**src/rtl/mem_1rw_pkg.sv**
```systemverilog
// Shared definitions for blocks that front the 16x4 single-port mem_1rw.
//   MEM_WIDTH / MEM_ADDR_W / MEM_NUM_REQ : default word width, address width, requester count
//   mem_cmd_t                            : one memory command {w, addr, data} at default widths
package mem_1rw_pkg;
  localparam int MEM_WIDTH   = 4;
  localparam int MEM_ADDR_W  = 4;
  localparam int MEM_NUM_REQ = 2;

  typedef struct packed {
    logic                  w;
    logic [MEM_ADDR_W-1:0] addr;
    logic [MEM_WIDTH-1:0]  data;
  } mem_cmd_t;
endpackage

```
**src/rtl/mem_1rw_arbiter_if.sv**
```systemverilog
// Bundle of the requester-side and memory-side signals of mem_1rw_arbiter.
//   slave  : arbiter view (takes requests and mem read data, drives yumi/resp/mem cmd)
//   master : environment view (requesters plus the memory instance)
// Requester k owns element k of each packed per-requester array.
interface mem_1rw_arbiter_if
  import mem_1rw_pkg::*;
#(
  parameter int width_p      = MEM_WIDTH,
  parameter int addr_width_p = MEM_ADDR_W,
  parameter int num_req_p    = MEM_NUM_REQ
);
  logic [num_req_p-1:0]                   req_v_i;
  logic [num_req_p-1:0]                   req_w_i;
  logic [num_req_p-1:0][addr_width_p-1:0] req_addr_i;
  logic [num_req_p-1:0][width_p-1:0]      req_data_i;
  logic [num_req_p-1:0]                   req_yumi_o;
  logic [num_req_p-1:0]                   resp_v_o;
  logic [width_p-1:0]                     resp_data_o;
  logic                                   mem_v_o;
  logic                                   mem_w_o;
  logic [addr_width_p-1:0]                mem_addr_o;
  logic [width_p-1:0]                     mem_data_o;
  logic [width_p-1:0]                     mem_data_i;

  modport slave (
    input  req_v_i, req_w_i, req_addr_i, req_data_i, mem_data_i,
    output req_yumi_o, resp_v_o, resp_data_o, mem_v_o, mem_w_o, mem_addr_o, mem_data_o
  );

  modport master (
    output req_v_i, req_w_i, req_addr_i, req_data_i, mem_data_i,
    input  req_yumi_o, resp_v_o, resp_data_o, mem_v_o, mem_w_o, mem_addr_o, mem_data_o
  );
endinterface

```
**src/rtl/mem_1rw_arbiter_rr_arb.sv**
```systemverilog
// Round-robin grant: purely combinational.
//   req_i      : request vector
//   last_i     : index of the previous winner; priority starts at last_i+1 and wraps
//   grant_o    : one-hot grant (zero when no request)
//   grant_id_o : index of the granted requester (0 when no grant)
//   grant_v_o  : any grant this cycle
module rr_arb #(
  parameter int num_req_p = 2,
  parameter int id_w_lp   = (num_req_p > 1) ? $clog2(num_req_p) : 1
) (
  input  logic [num_req_p-1:0] req_i,
  input  logic [id_w_lp-1:0]   last_i,
  output logic [num_req_p-1:0] grant_o,
  output logic [id_w_lp-1:0]   grant_id_o,
  output logic                 grant_v_o
);
  logic found;

  // Walk offsets 1..N from last_i; the first requesting slot wins.
  // Offset N lands back on last_i, so a lone repeat requester still wins.
  always_comb begin
    grant_o    = '0;
    grant_id_o = '0;
    found      = 1'b0;
    for (int off = 1; off <= num_req_p; off++) begin
      for (int i = 0; i < num_req_p; i++) begin
        if (!found && req_i[i] && (((int'(last_i) + off) % num_req_p) == i)) begin
          found      = 1'b1;
          grant_o[i] = 1'b1;
          grant_id_o = id_w_lp'(i);
        end
      end
    end
  end

  assign grant_v_o = |grant_o;
endmodule

```
**src/rtl/mem_1rw_arbiter.sv**
```systemverilog
// Shares one single-port 1RW memory between num_req_p requesters.
//   clk_i, reset_i : clock, synchronous active-high reset
//   bus (slave)    : requester valid/yumi commands, per-requester read responses,
//                    and the command/read-data pins of the external memory
// At most one command reaches the memory per cycle; read data comes back one
// cycle after the grant on the shared resp_data_o, tagged by one-hot resp_v_o.
module mem_1rw_arbiter
  import mem_1rw_pkg::*;
#(
  parameter int width_p      = MEM_WIDTH,
  parameter int addr_width_p = MEM_ADDR_W,
  parameter int num_req_p    = MEM_NUM_REQ
) (
  input logic               clk_i,
  input logic               reset_i,
  mem_1rw_arbiter_if.slave  bus
);
  localparam int id_w_lp = (num_req_p > 1) ? $clog2(num_req_p) : 1;

  typedef struct packed {
    logic                    w;
    logic [addr_width_p-1:0] addr;
    logic [width_p-1:0]      data;
  } cmd_t;

  logic [num_req_p-1:0] req_ok;
  logic [num_req_p-1:0] grant;
  logic [id_w_lp-1:0]   grant_id;
  logic                 grant_v;
  cmd_t                 sel_cmd;

  logic [id_w_lp-1:0]   last_d, last_q;
  logic                 pend_v_d, pend_v_q;
  logic [id_w_lp-1:0]   pend_id_d, pend_id_q;

  // No grants while in reset, so nothing reaches the memory.
  assign req_ok = bus.req_v_i & {num_req_p{~reset_i}};

  rr_arb #(.num_req_p(num_req_p), .id_w_lp(id_w_lp)) u_rr_arb (
    .req_i      (req_ok),
    .last_i     (last_q),
    .grant_o    (grant),
    .grant_id_o (grant_id),
    .grant_v_o  (grant_v)
  );

  // AND-OR style mux: with no grant the memory command collapses to all zero.
  always_comb begin
    sel_cmd = '0;
    for (int k = 0; k < num_req_p; k++) begin
      if (grant[k]) begin
        sel_cmd.w    = bus.req_w_i[k];
        sel_cmd.addr = bus.req_addr_i[k];
        sel_cmd.data = bus.req_data_i[k];
      end
    end
  end

  assign bus.req_yumi_o = grant;
  assign bus.mem_v_o    = grant_v;
  assign bus.mem_w_o    = sel_cmd.w;
  assign bus.mem_addr_o = sel_cmd.addr;
  assign bus.mem_data_o = sel_cmd.data;

  always_comb begin
    last_d    = grant_v ? grant_id : last_q;
    pend_v_d  = grant_v & ~sel_cmd.w;
    pend_id_d = grant_id;
  end

  always_ff @(posedge clk_i) begin
    if (reset_i) begin
      last_q    <= id_w_lp'(num_req_p - 1);
      pend_v_q  <= 1'b0;
      pend_id_q <= '0;
    end else begin
      last_q    <= last_d;
      pend_v_q  <= pend_v_d;
      pend_id_q <= pend_id_d;
    end
  end

  // A read granted just before reset is squashed in the reset cycle itself;
  // pend_v_q is cleared by the same reset for the cycle after.
  always_comb begin
    bus.resp_v_o = '0;
    for (int k = 0; k < num_req_p; k++)
      bus.resp_v_o[k] = pend_v_q & ~reset_i & (pend_id_q == id_w_lp'(k));
  end

  assign bus.resp_data_o = bus.mem_data_i;
endmodule
```
**src/flat_wrapper.sv**
```systemverilog
// flat-port wrapper written by rule: the top's interface ports become plain ports
module mem_1rw_arbiter_flat import mem_1rw_pkg::*;
#(
  parameter int width_p      = MEM_WIDTH,
  parameter int addr_width_p = MEM_ADDR_W,
  parameter int num_req_p    = MEM_NUM_REQ
)
  (clk_i, reset_i, bus_req_v_i, bus_req_w_i, bus_req_addr_i, bus_req_data_i, bus_mem_data_i, bus_req_yumi_o, bus_resp_v_o, bus_resp_data_o, bus_mem_v_o, bus_mem_w_o, bus_mem_addr_o, bus_mem_data_o);
  mem_1rw_arbiter_if #(.width_p(width_p), .addr_width_p(addr_width_p), .num_req_p(num_req_p)) bus_i ();
  input logic clk_i;
  input logic reset_i;
  input wire logic [$bits(bus_i.req_v_i)-1:0] bus_req_v_i;
  input wire logic [$bits(bus_i.req_w_i)-1:0] bus_req_w_i;
  input wire logic [$bits(bus_i.req_addr_i)-1:0] bus_req_addr_i;
  input wire logic [$bits(bus_i.req_data_i)-1:0] bus_req_data_i;
  input wire logic [$bits(bus_i.mem_data_i)-1:0] bus_mem_data_i;
  output wire logic [$bits(bus_i.req_yumi_o)-1:0] bus_req_yumi_o;
  output wire logic [$bits(bus_i.resp_v_o)-1:0] bus_resp_v_o;
  output wire logic [$bits(bus_i.resp_data_o)-1:0] bus_resp_data_o;
  output wire logic [$bits(bus_i.mem_v_o)-1:0] bus_mem_v_o;
  output wire logic [$bits(bus_i.mem_w_o)-1:0] bus_mem_w_o;
  output wire logic [$bits(bus_i.mem_addr_o)-1:0] bus_mem_addr_o;
  output wire logic [$bits(bus_i.mem_data_o)-1:0] bus_mem_data_o;
  assign bus_i.req_v_i = bus_req_v_i;
  assign bus_i.req_w_i = bus_req_w_i;
  assign bus_i.req_addr_i = bus_req_addr_i;
  assign bus_i.req_data_i = bus_req_data_i;
  assign bus_i.mem_data_i = bus_mem_data_i;
  assign bus_req_yumi_o = bus_i.req_yumi_o;
  assign bus_resp_v_o = bus_i.resp_v_o;
  assign bus_resp_data_o = bus_i.resp_data_o;
  assign bus_mem_v_o = bus_i.mem_v_o;
  assign bus_mem_w_o = bus_i.mem_w_o;
  assign bus_mem_addr_o = bus_i.mem_addr_o;
  assign bus_mem_data_o = bus_i.mem_data_o;
  mem_1rw_arbiter #(.width_p(width_p), .addr_width_p(addr_width_p), .num_req_p(num_req_p)) u_core (.clk_i(clk_i), .reset_i(reset_i), .bus(bus_i));
endmodule
```
**config.mk**
```make
export PLATFORM = sky130hd
export DESIGN_NAME = mem_1rw_arbiter_flat
export DESIGN_NICKNAME = d
export VERILOG_FILES = /design/src/rtl/mem_1rw_pkg.sv /design/src/rtl/mem_1rw_arbiter_if.sv /design/src/rtl/mem_1rw_arbiter_rr_arb.sv /design/src/rtl/mem_1rw_arbiter.sv /design/src/flat_wrapper.sv
export SDC_FILE = /design/constraint.sdc
export NUM_CORES = 1
export LEC_CHECK = 0
export CAP_MARGIN = 30
export CORE_MARGIN = 2
export CORE_UTILIZATION = 39
export DETAILED_ROUTE_END_ITERATION = 10
export DONT_BUFFER_PORTS = 1
export GPL_ROUTABILITY_DRIVEN = 0
export PLACE_DENSITY = 0.5
export SYNTH_ARGS = -nofsm -noshare
export SYNTH_HDL_FRONTEND = slang
export SYNTH_SLANG_ARGS = --single-unit
```
**constraint.sdc**
```tcl
create_clock -name clk_i -period 1.1 [get_ports clk_i]
set_input_delay 0.22 -clock clk_i [delete_from_list [all_inputs] [get_ports clk_i]]
set_output_delay 0.22 -clock clk_i [all_outputs]
set_load 0.1 [all_outputs]
```
==> flow_summary.json <==
{
  "antenna_violating_nets_post_route": 0,
  "cts_root_buffer": "sky130_fd_sc_hd__clkbuf_4",
  "synthesis.nets": 80,
  "clk_pin_slew_ps": 40,
  "synthSimpleGateAreaFrac_pct": 37.47,
  "drt_iter0_drc": 5,
  "drt_pass1_iterations": 2,
  "number_of_cts_inserted_buffers": 3,
  "async_flop_share_pct": 0,
  "placement.setup.worst_slack_ps": -195.9,
  "critPathRequiredTime_ps": 880,
  "synthAdderAreaFrac_pct": 0,
  "avgSynthCellArea_um2": 9.523,
  "report.final.hold_viol_count": 0,
  "timing.hold.worst_path_depth": 1,
  "wl_mm": 1.478,
  "max_clock_freq_mhz": 654.7,
  "vias_per_cell": 5.463,
  "synth_xor_area_share_pct": 0,
  "min_period_over_period_pct": 138.9,
  "max-clock-path-buffers": 2,
  "worstHoldPathType": "in2reg",
  "critical_path_arrival_ps": 1310,
  "die_height_um": 40.31,
  "synth_top_area_share_pct": 28.47,
  "fin_util_pct": 76.43,
  "track_usage_pct": 19.47,
  "grt_max_degree": 28,
  "timing.max_slew.rel_slack_pct": 77.01,
  "max-cap-violations": 0,
  "synth.top_cells.by_area": "sky130_fd_sc_hd__o32ai_2, sky130_fd_sc_hd__nand2b_1, sky130_fd_sc_hd__dfxtp_1, sky130_fd_sc_hd__buf_4, sky130_fd_sc_hd__nand2b_4",
  "min_period_ps": 1527,
  "grt_remaining_overflow": 0,
  "netlist.top_cell.by_area": "sky130_fd_sc_hd__o32ai_2",
  "synth_edf_count": 0,
  "rows": 13,
  "antenna_diode_instance_count": 0,
  "slew_viol_final": 0,
  "whs_endpoint": "u_core.pend_id_q",
  "num_vias": 448,
  "outcome": "complete, but fails checks",
  "critical_path.reg2reg.endpoint": "u_core.last_q",
  "postSynthRegisterBits": 3,
  "route.detailed.wl_per_inst_um": 18.02,
  "cts.hold.buffers_added": 0,
  "design.die.area_mm2": 0.001625,
  "share_of_synthesized_area_spent_on_multiplexers_pct": 0,
  "worst_skew_ps": 7.448,
  "synth_compound_area_share_pct": 33.82,
  "synth_most_common_cell": "sky130_fd_sc_hd__nand2b_1",
  "area_growth_pct": 88.56,
  "timing.final.ws_setup_ps": -427.4,
  "synth.cell_area_um2": 514.2,
  "layout-drive-gt1-share_pct": 65.67,
  "final-setup-viol-count": 15,
  "drc_errors": 0,
  "core_mm2": 0.001269,
  "synth_sequential_area_ratio_pct": 11.68,
  "tritoncts": "done",
  "yosysUniqueCellTypes": 17,
  "die_w_um": 40.31,
  "violated_checks": "negative setup slack",
  "synthesis.instances": 54,
  "antenna_found_initial": 0,
  "p_leak_nw": 0.3335,
  "fin_total_pwr_mw": 0.9273,
  "port-buffer-count": 0,
  "r2r_setup_slack_ps": -30,
  "worst_ir_drop_vdd_v": 0.0007246,
  "setup.worst_path.end_class": "output port",
  "ioPinCount": 44,
  "finalNetCount": 94,
  "synth_common_cells": "sky130_fd_sc_hd__nand2b_1, sky130_fd_sc_hd__o32ai_2, sky130_fd_sc_hd__buf_4",
  "ys.warnings.count": 0,
  "cts_max_level": 1,
  "timing_worst_setup_path_type": "reg2out",
  "insertion_delay_to_the_later_sink_of_the_worst_skew_pair_ps": 230,
  "critical_path.max_fanout": 4,
  "grt_pass1_wl_mm": 2.118,
  "dominantRegCellSynth": "sky130_fd_sc_hd__dfxtp_1",
  "via_count_of_the_first_global_routing_pass": 450,
  "hold_path_startpoint": "reset_i",
  "worstRegToRegCells": 4,
  "timing.critical_path.from_type": "flop",
  "unrepaired_setup_endpoints_after_global_routing": "true",
  "critical_path.reg2reg.startpoint": "u_core.last_q",
  "synth_top_family_by_area": "simple AND/OR/NAND/NOR gates",
  "starting_density_of_the_core_pct": 40.53,
  "holdWs_ps": 62.43,
  "cts.sinks": 3,
  "slew_at_the_pin_with_the_worst_max_slew_slack_ps": 346.2,
  "power_density_over_cell_area_mw_per_mm2": 956.3
}
-- cells in the final DEF, fill, tap and decap left out, types with 2 or more instances in the layout --
cell type                  Yosys  final
sky130_fd_sc_hd__buf_12        0     16
sky130_fd_sc_hd__buf_4         6      3
sky130_fd_sc_hd__clkbuf_4      0      3
sky130_fd_sc_hd__dfxtp_2       0      3
sky130_fd_sc_hd__nand2b_1     15     15
sky130_fd_sc_hd__nand2b_4      3      3
sky130_fd_sc_hd__nor2_1        4      2
sky130_fd_sc_hd__nor2_4        0      2
sky130_fd_sc_hd__o32ai_4       0      9
sky130_fd_sc_hd__or2_1         2      2
-- layout make-up --
cell class,count,area (um2)
Clock buffer,4,26.28
Inverter,1,3.754
Timing Repair Buffer,19,342.8
Sequential cell,3,63.81
Tap cell,15,18.77
Multi-Input combinational cell,40,514.2
Fill cell,81,299.0
-- logic make-up (layout without fill, tap and decap cells) --
kind of cell / count (synthesis) / after routing
simple gates: 28 / 28
compound gates: 12 / 12
buf+inv: 11 / 24
flops: 3 / 3
-- registers in the layout, summed over array words and instances, names as in the netlist --
signal / cells
u_core.last_q: 1
u_core.pend_id_q: 1
u_core.pend_v_q: 1
-- layer usage --
metal | vias to the layer above | routed length [um] | global-route usage, %
li1 | 216 | - | -
met1 | 218 | 493 | 19.93
met2 | 14 | 921 | 39.92
met3 | 0 | 64 | 4.444
met4 | 0 | 0 | 2.500
met5 | - | 0 | 0
-- worst max-delay path: stages, from the launching register on --
cell	delay [ps]
sky130_fd_sc_hd__dfxtp_2	370
sky130_fd_sc_hd__nor2b_4	60
sky130_fd_sc_hd__buf_4	160
sky130_fd_sc_hd__o32ai_4	250
sky130_fd_sc_hd__buf_12	210
-- worst max path at each step --
stage | from | depth (start not counted) | slack [ps] | endpoint
finish | u_core.last_q | 4 | -430 | bus_mem_addr_o[0]
floorplan | u_core.last_q | 3 | -510 | bus_mem_addr_o[0]
CTS | u_core.last_q | 4 | -420 | bus_mem_addr_o[0]
global route | u_core.last_q | 4 | -460 | bus_mem_addr_o[0]
detailed placement | u_core.last_q | 4 | -200 | bus_mem_addr_o[0]
global placement | u_core.last_q | 4 | -160 | bus_mem_data_o[3]
-- through the flow --
step,instances,instance area [um2],TNS [ps]
global route,82,969.7,-5181
floorplan,54,698.2,-5979
global placement,75,918.4,-1559
CTS,82,969.7,-4560
detailed placement,75,918.4,-1885
finish,82,969.7,-4618
-- report_power, final --
group | internal [mW] | total (mW) | switching [mW]
logic | 0.243 | 0.605 | 0.361
clock network | 0.136 | 0.196 | 0.0596
registers | 0.119 | 0.127 | 0.00826
total | 0.498 | 0.927 | 0.429
-- repair_timing --
item,4_1_cts,5_1_grt
setup endpoints to repair,13,15
buffers inserted,4,0
resized for setup,2,0
pin swaps,12,0
No activity file was read; power rests on OpenSTA's default activity.
